<file path="src/rtl/h_seg_pkg.sv">
// Shared definitions for the segment-FSM trace monitor:
// upstream state codes, monitor states and the legal-transition table.
package h_seg_pkg;

    localparam logic [7:0] S_A = 8'd0;
    localparam logic [7:0] S_B = 8'd1;
    localparam logic [7:0] S_C = 8'd2;
    localparam logic [7:0] S_D = 8'd3;
    localparam logic [7:0] S_E = 8'd4;

    typedef enum logic [2:0] {
        M_IDLE = 3'd0,
        M_RUN  = 3'd1,
        M_LOOP = 3'd2,
        M_TRAP = 3'd3,
        M_ERR  = 3'd4
    } mon_state_e;

    // A predecessor outside A..E has no legal successor.
    function automatic logic legal_next(
        input logic [7:0] prev,
        input logic [7:0] cur
    );
        logic ok;
        ok = 1'b0;
        unique case (prev)
            S_A:     ok = (cur == S_A) || (cur == S_B);
            S_B:     ok = (cur == S_C) || (cur == S_D);
            S_C:     ok = (cur == S_B);
            S_D:     ok = (cur == S_E);
            S_E:     ok = (cur == S_E);
            default: ok = 1'b0;
        endcase
        return ok;
    endfunction

endpackage

</file>
<file path="src/rtl/h_seg_trans_check.sv">
// Combinational legality check of one sampled code against its predecessor.
// An illegal code suppresses the transition check for its own pair.
module h_seg_trans_check
    import h_seg_pkg::*;
(
    input  logic [7:0] prev,
    input  logic       prev_valid,
    input  logic [7:0] cur,
    output logic       is_illegal_code,
    output logic       is_bad_trans
);

    assign is_illegal_code = (cur > S_E);

    always_comb begin
        is_bad_trans = 1'b0;
        if (!is_illegal_code) begin
            if (prev_valid) begin
                is_bad_trans = !legal_next(prev, cur);
            end else begin
                is_bad_trans = (cur != S_A);
            end
        end
    end

endmodule

</file>
<file path="src/rtl/h_seg_monitor.sv">
// Registered trace monitor for the five-state segment FSM: sticky error
// flags, B/C loop length statistics and E-sink detection.
module h_seg_monitor
    import h_seg_pkg::*;
#(
    parameter int CNT_W      = 8,
    parameter int LOOP_LIMIT = 16
) (
    input  logic             clock,
    input  logic             reset_n,
    input  logic             in_valid,
    input  logic [7:0]       state_in,
    output logic [2:0]       mon_state,
    output logic [CNT_W-1:0] loop_len,
    output logic [CNT_W-1:0] max_loop,
    output logic             trap,
    output logic             illegal,
    output logic             bad_trans,
    output logic             loop_over,
    output logic             prop
);

    localparam logic [CNT_W-1:0] CNT_MAX = '1;
    localparam logic [CNT_W-1:0] LIMIT   = CNT_W'(LOOP_LIMIT);

    mon_state_e       mon_q, mon_d;
    logic [7:0]       prev_q;
    logic             prev_valid_q;
    logic [CNT_W-1:0] len_q, len_d;
    logic [CNT_W-1:0] max_q, max_d;
    logic             trap_q, trap_d;
    logic             ill_q, ill_d;
    logic             bad_q, bad_d;
    logic             over_q, over_d;
    logic             prop_q;
    logic             is_ill, is_bad, is_bc;

    h_seg_trans_check u_check (
        .prev           (prev_q),
        .prev_valid     (prev_valid_q),
        .cur            (state_in),
        .is_illegal_code(is_ill),
        .is_bad_trans   (is_bad)
    );

    assign is_bc = (state_in == S_B) || (state_in == S_C);

    always_comb begin
        ill_d  = ill_q | is_ill;
        bad_d  = bad_q | is_bad;
        trap_d = trap_q | (state_in == S_E);
        len_d  = '0;
        if (is_bc) begin
            len_d = (len_q == CNT_MAX) ? len_q : len_q + CNT_W'(1);
        end
        max_d  = (len_d > max_q) ? len_d : max_q;
        over_d = over_q | (len_d == LIMIT);
        mon_d  = M_RUN;
        if (mon_q == M_ERR || ill_d || bad_d) begin
            mon_d = M_ERR;
        end else if (state_in == S_E) begin
            mon_d = M_TRAP;
        end else if (is_bc) begin
            mon_d = M_LOOP;
        end
    end

    always_ff @(posedge clock or negedge reset_n) begin
        if (!reset_n) begin
            mon_q        <= M_IDLE;
            prev_q       <= '0;
            prev_valid_q <= 1'b0;
            len_q        <= '0;
            max_q        <= '0;
            trap_q       <= 1'b0;
            ill_q        <= 1'b0;
            bad_q        <= 1'b0;
            over_q       <= 1'b0;
            prop_q       <= 1'b1;
        end else if (in_valid) begin
            mon_q        <= mon_d;
            prev_q       <= state_in;
            prev_valid_q <= 1'b1;
            len_q        <= len_d;
            max_q        <= max_d;
            trap_q       <= trap_d;
            ill_q        <= ill_d;
            bad_q        <= bad_d;
            over_q       <= over_d;
            prop_q       <= !(ill_d || bad_d);
        end
    end

    assign mon_state = mon_q;
    assign loop_len  = len_q;
    assign max_loop  = max_q;
    assign trap      = trap_q;
    assign illegal   = ill_q;
    assign bad_trans = bad_q;
    assign loop_over = over_q;
    assign prop      = prop_q;

endmodule

</file>
<file path="config.mk">
export PLATFORM = sky130hd
export DESIGN_NAME = h_seg_monitor
export DESIGN_NICKNAME = d
export VERILOG_FILES = /design/src/rtl/h_seg_pkg.sv /design/src/rtl/h_seg_trans_check.sv /design/src/rtl/h_seg_monitor.sv
export SDC_FILE = /design/constraint.sdc
export NUM_CORES = 1
export LEC_CHECK = 0
export BUFFER_PORTS_ARGS = -buffer_cell sky130_fd_sc_hd__buf_2
export CORE_MARGIN = 1.5
export CORE_UTILIZATION = 55
export DETAILED_ROUTE_END_ITERATION = 12
export GPL_TIMING_DRIVEN = 0
export PLACE_DENSITY = 0.79
export SYNTH_ARGS = -nofsm -noshare
export SYNTH_HDL_FRONTEND = slang
export SYNTH_SLANG_ARGS = --single-unit
</file>
<file path="constraint.sdc">
create_clock -name clock -period 4 [get_ports clock]
set_input_delay 0.8 -clock clock [delete_from_list [all_inputs] [get_ports clock]]
set_output_delay 0.8 -clock clock [all_outputs]
set_load 0.02 [all_outputs]
</file>
# ---- Yosys cells after proc, flatten, opt, wreduce, memory -nomap -nowiden
# Index checks and enable logic that the tools add are counted.
dict set report totals {
  word_cells 51
  in_bits 11
  register_bits 33
}
dict set report classes {
  muxes 10
  n_eq_ne 11
  bitwise 4
  n_addsub 1
  n_reduce_logical 13
  magnitude_cmp 2
}
# op n
set op_table {}
lappend op_table {{equality test 8 x 2 -> 1 bit (second input constant)} 4}
lappend op_table {{equality test 8 x 1 -> 1 bit (second input constant)} 2}
lappend op_table {{equality test 8 x 3 -> 1 bit (second input constant)} 2}
lappend op_table {{logical NOT 8 bit} 2}
lappend op_table {{2-to-1 mux 8 bit} 2}
lappend op_table {{adder 8 x 1 -> 8 bit (second input constant)} 1}
lappend op_table {{equality test 8 x 5 -> 1 bit (second input constant)} 1}
lappend op_table {{equality test 8 bit (second input constant)} 1}
lappend op_table {{> comparator 8 x 3 -> 1 bit (second input constant)} 1}
lappend op_table {{> comparator 8 bit} 1}
lappend op_table {{nonzero test 8 bit} 1}
lappend op_table {{logical OR 1 bit} 6}
lappend op_table {{2-to-1 mux 1 bit} 4}
lappend op_table {{2-to-1 mux 2 bit} 2}
lappend op_table {{bitwise OR 1 bit} 4}
lappend op_table {{case mux 1 bit (4 select lines)} 1}
lappend op_table {{equality test 3 bit (second input constant)} 1}
lappend op_table {{2-to-1 mux 3 bit} 1}
lappend op_table {{logical NOT 1 bit} 2}
lappend op_table {{AND reduction 2 bit} 1}
lappend op_table {{OR reduction 2 bit} 1}

# ---- Longest topological paths before layout
dict set report depth {
  depth_word 11
  ltp_mapped 13
  ltp_nobuf 13
}

# ---- Cells and area by module
# Synthesis repeated with hierarchy kept, for this count alone.
dict set report unflattened {
  cells_unflattened 175
  hier_area_um2 1958.1
}
# module cells_per_inst area_per_inst_um2 n_inst
set modules_own_cells {}
lappend modules_own_cells {h_seg_monitor 153 1808.0 1}
lappend modules_own_cells {h_seg_trans_check 22 150.1 1}

# ---- Worst setup path after synthesis
# OpenSTA, ideal clock, no wires.
dict set report synth_timing {
  kind {input port to flip-flop}
  startpoint {in state_in[4]}
  endpoint {reg max_q[0], in the netlist max_loop[0]}
  t_arrival_ns 3.691
  path_stages 11
  n_path_buf 1
  setup_slack_ns 0.184
  cell_sequence {or4_1 or3_1 buf_6 nor2_1 ha_1 nor2b_1 o21a_1 o21ai_0 a21oi_1 o221ai_1 mux2_2}
}
dict set report synth_between {
  elab_chain_cells 5
  word_cells_on_any_way 6
  cone_classes {order compare (1); eq/ne (2); mux (1); reduce/logical (2)}
}
# item line
set synth_rtl {}
lappend synth_rtl {{start, declared} h_seg_monitor.sv:12} ;# input logic [7:0] state_in,
lappend synth_rtl {{equality test 8 x 1 -> 1 bit or equality test 8 x 2 -> 1 bit (tied branches)} h_seg_monitor.sv:46} ;# assign is_bc = (state_in == S_B) || (state_in == S_C);
lappend synth_rtl {{logical OR 1 bit (*)} h_seg_monitor.sv:46}
lappend synth_rtl {{2-to-1 mux 8 bit (*)} h_seg_monitor.sv:53} ;# if (is_bc) begin
lappend synth_rtl {{named net len_d[1]} h_seg_monitor.sv:29} ;# logic [CNT_W-1:0] len_q, len_d;
lappend synth_rtl {{> comparator 8 bit (*)} h_seg_monitor.sv:56} ;# max_d = (len_d > max_q) ? len_d : max_q;
lappend synth_rtl {{AND reduction 2 bit (no line) (*)} n/a}
lappend synth_rtl {{end signal, assigned} h_seg_monitor.sv:85} ;# max_q <= max_d;
lappend synth_rtl {{end, declared} h_seg_monitor.sv:30} ;# logic [CNT_W-1:0] max_q, max_d;
# The timed path passes the listed nets; every way through them passes the cells marked *.
# A chain may end at the register's enable or synchronous reset.

# ---- Worst setup path in the final report
dict set report layout_timing {
  startpoint {in state_in[4]}
  endpoint {reg max_q[5], in the netlist max_loop[5]}
}
# Same word-level chain as after synthesis.

==> run summary <==
Cells with a size suffix above 1 make up 33.0% of the layout. The post-route DRC violation count came out at 0. The final design area excluding fillers is 2110 um2. The post-detailed-placement cell area is 2060 um2. In the routed layout, each cell is associated on average with a via count of between 5 and 6. The setup-violating endpoint count in the final report is 0. The first detailed-routing pass ran for 4 iterations. The worst voltage drop across the vdd grid is 0.190 mV. The sequential share of power is between 60 and 70%. The row count is 20.

The highest cell delay on the worst timing path is 0.56 ns. The post-synthesis cell type with the largest combined area is dfrtp_1. The count of routing violations after the opening detailed-route iteration came out at 84. In the final routed layout, each cell accounts on average for ~15 um.

The minimum setup slack among reg-to-reg paths came out at a little over 0.6 ns. The hold buffer count at CTS is 0. The floorplan step set the die height to ~61 um. The share of the Yosys chip area taken by registers is roughly 45%. Power comes to slightly below 0.6 mW. Walking the worst path, the cells encountered are buf_2, or4_1, or3_1, buf_6, nor2_1, ha_1, nor2b_1, o21a_1, o21ai_0, a21oi_1, o221ai_2, mux2_2. A synthesized cell averages 10.6 um2. The worst setup path is captured at a flop. Of the total power, combinational logic draws under 10%.

The via count of the first global-routing pass is 1506. For this block, the via count after detailed routing is 1498. The standby leakage power is about 1.0 nW.

Yosys printed 0 warnings. The count of buffers from port buffering came out at 33. The cell sitting at the root of the clock tree is a clkbuf_4. Sorting the synthesized cells by area gives the leading types as dfrtp_1 44%, mux2_2 14%, ha_1 6.1%, inv_1 3.1%, nor2_1 3.1%. The number of antenna violations at the first check in global routing is 0.

The die area came out at between 3000 and 4000 um2. The launching element of the worst setup path is state_in[4]. The cell family contributing the most delay on the critical path is simple AND/OR/NAND/NOR gates. The number of max-slew violations in the final report came to 0. The total routed wirelength came out at 3800 um. Entering global routing, the biggest net connects 34 pins.

The internal portion of total power came out at 0.437 mW. The worst path meets setup with between 0.15 and 0.2 ns of slack. The class of the tightest hold or removal check is flop to flop.

The netlist uses 42 different library cells. The buffer count from post-CTS setup fixing is 0. The total congestion overflow after global routing came out at 0.

Leaving out filler cells and counting taps, the final layout contains roughly 260. The slew at the pin closest to its max-slew limit is 0.721 ns. The clock skew came out at approximately 0.0078 ns. The placeable core region is about 3100 um2. The H-tree depth reported by CTS is 2.

The worst register-to-register path begins at loop_len[0]$_DFFE_PN0P_. The final-stage net count came out at roughly 230. CTS saw 33 sinks. Setup repair after global routing left no endpoint under its margin. The top-level I/O count came out at 35. The CTS clock-pin slew for the worst setup and hold paths is roughly 0.10 ns. The share of async-settable or async-resettable flops after synthesis is 100%. The dominant synthesized flop cell is dfrtp_1. For this design, the slowest cell found on the critical path is or4_1. Headroom to the max-slew limit came out at about half. The fraction of the cycle the final worst path needs came out at around 95%. The relative area change from synthesis to final layout is 15.0%. The final hold violation count came to 0.

The summed instance area of the synthesized netlist is 1840 um2. The placer congestion estimate came out at 0.921. The run finished with clean final reports. Net switching is about a quarter of the power. The launch point of the worst hold path is loop_over$_DFFE_PN0P_.

The clock period minus worst slack is 3.82 ns. The share of the synthesized area in the top cell type came out at between 40% and 50%. The maximum clock rate is 262 MHz. For this configuration, the core starts out at a cell density of between 50% and 60%. The critical path is of the primary input to flop type. The maximum root-to-sink buffer count is 2. TritonCTS built the clock tree. The insertion delay to the later sink of the worst-skew pair came out at approximately 0.34 ns.

The clock network accounts for 30.7% of the total power. The worst setup path is launched from a primary input. The first global-routing pass estimated 6530 um of wire. The cell area power density came out at about 280 nW/um2. The post-detailed-placement half-perimeter wirelength is roughly 2800 um.

The number of max-cap violations came out at 0. The worst-path maximum fanout is 8. The number of placed instances, taps included, is 251. The instance count of the mapped netlist came out at approximately 170. STA puts the critical path data required time at roughly 4.2 ns. Prior to clock tree synthesis, the placed netlist has a worst setup slack of -0.330 ns. The buffering stage count on the worst path with inverters included is 2. The post-detailed-route count of antenna-violating nets came out at 0.

The number of register bits inferred by synthesis is 33. The number of synthesized flops with an enable pin came out at 0. The number of buffers added by the clock tree synthesis step is 5. From left edge to right edge, the die measures approximately 61 um.

The switching component of the power is roughly 0.15 mW. The arrival time of data at the critical path endpoint came out at just over 4 ns. Global routing consumed, over all layers together, between 20% and 30% of the routing resources. The net count of the mapped netlist is 194.

The antenna diode count is 0.
-- placed cells by master (no fill, tap or decap), drive strengths merged, types with 4 or more instances in the layout --
cell type,netlist,layout
nand2,6,6
buf,3,36
o22ai,4,4
nand4,4,4
nor2,15,15
nand3,6,6
dfrtp,32,32
nor4,4,4
ha,9,9
o21ai,6,6
inv,15,15
clkbuf,2,10
mux2,23,23
a21oi,6,6
-- path summary, 6_finish.rpt --
path,end,depth (start not counted)
max,max_loop[5]$_DFFE_PN0P_,12
min in group asynchronous,max_loop[2]$_DFFE_PN0P_,1
max in group asynchronous,loop_len[5]$_DFFE_PN0P_,1
min reg2reg,loop_over$_DFFE_PN0P_,1
max reg2reg,max_loop[5]$_DFFE_PN0P_,12
min,loop_over$_DFFE_PN0P_,1
-- layout make-up --
class	count	area, um2
fillers	260	991
repair buffers	33	165
flip-flops and latches	33	827
well taps	44	55.1
plain buffers	5	27.5
inverters	15	56.3
multi-input cells	121	932
clock buffers	8	48.8
-- power by group through the flow --
| stage | clock network, mW | registers, mW | logic (mW) |
|---|---|---|---|
| floorplan | 0 | 0.362 | 0.0264 |
| global placement | 0 | 0.359 | 0.0512 |
| detailed placement | 0 | 0.360 | 0.0541 |
| CTS | 0.187 | 0.353 | 0.0540 |
| global route | 0.198 | 0.355 | 0.0594 |
| finish | 0.180 | 0.353 | 0.0536 |
-- logic make-up after synthesis --
kind of cell / synth area share (%)
and+or+nand+nor: 16.2
DFF: 45.0
AOI/OAI and AO/OA: 11.0
muxes: 15.2
buffers and inverters: 4.56
adders and majority gates: 6.13
xor gates and xnor gates: 1.91
-- routing by layer --
layer / part of all wire [%] / GRT usage (%)
met3: 4.2 / 4.90
met5: 0 / 0
met4: 3.4 / 14.6
met2: 51 / 41.2
met1: 41 / 28.2
-- cell usage after synthesis (all sizes together), types with 2 or more instances --
cell and instances:
o221ai 2, or4 2, xnor2 2, xor2 2
a21o 3, nand3 6, nor2 15, and2 2
ha 9, mux2 23, nand2b 2, o21a 3
nor4 4, buf 3, clkbuf 2, nor3 2
mux2i 2, nand4 4, inv 15, dfrtp 32
nor2b 3, nor3b 2, a21oi 6, o21ai 6
nand2 6, or2 2, o22ai 4
-- state kept, by name, summed over array words and instances (netlist names) --
| name | cells |
|---|---|
| loop_len | 8 |
| max_loop | 8 |
| prev_q | 8 |
| mon_state | 3 |
| bad_trans | 1 |
| illegal | 1 |
| loop_over | 1 |
| prev_valid_q | 1 |
| prop | 1 |
| trap | 1 |
-- per-stage QoR --
stage | setup TNS (ns) | utilization (%) | hold slack (ns)
global placement | -2.06 | 66.3 | 0.438
global route | 0 | 68.1 | 0.471
detailed placement | -2.56 | 66.3 | 0.443
floorplan | 0 | - | 0.464
finish | 0 | 68.1 | 0.464
CTS | 0 | 67.9 | 0.466
-- repair_timing --
item                       CTS  global route
setup endpoints to repair    0             8
hold endpoints to repair     0             0
resized for setup            0             1
Power figures use the tool's default switching activity.
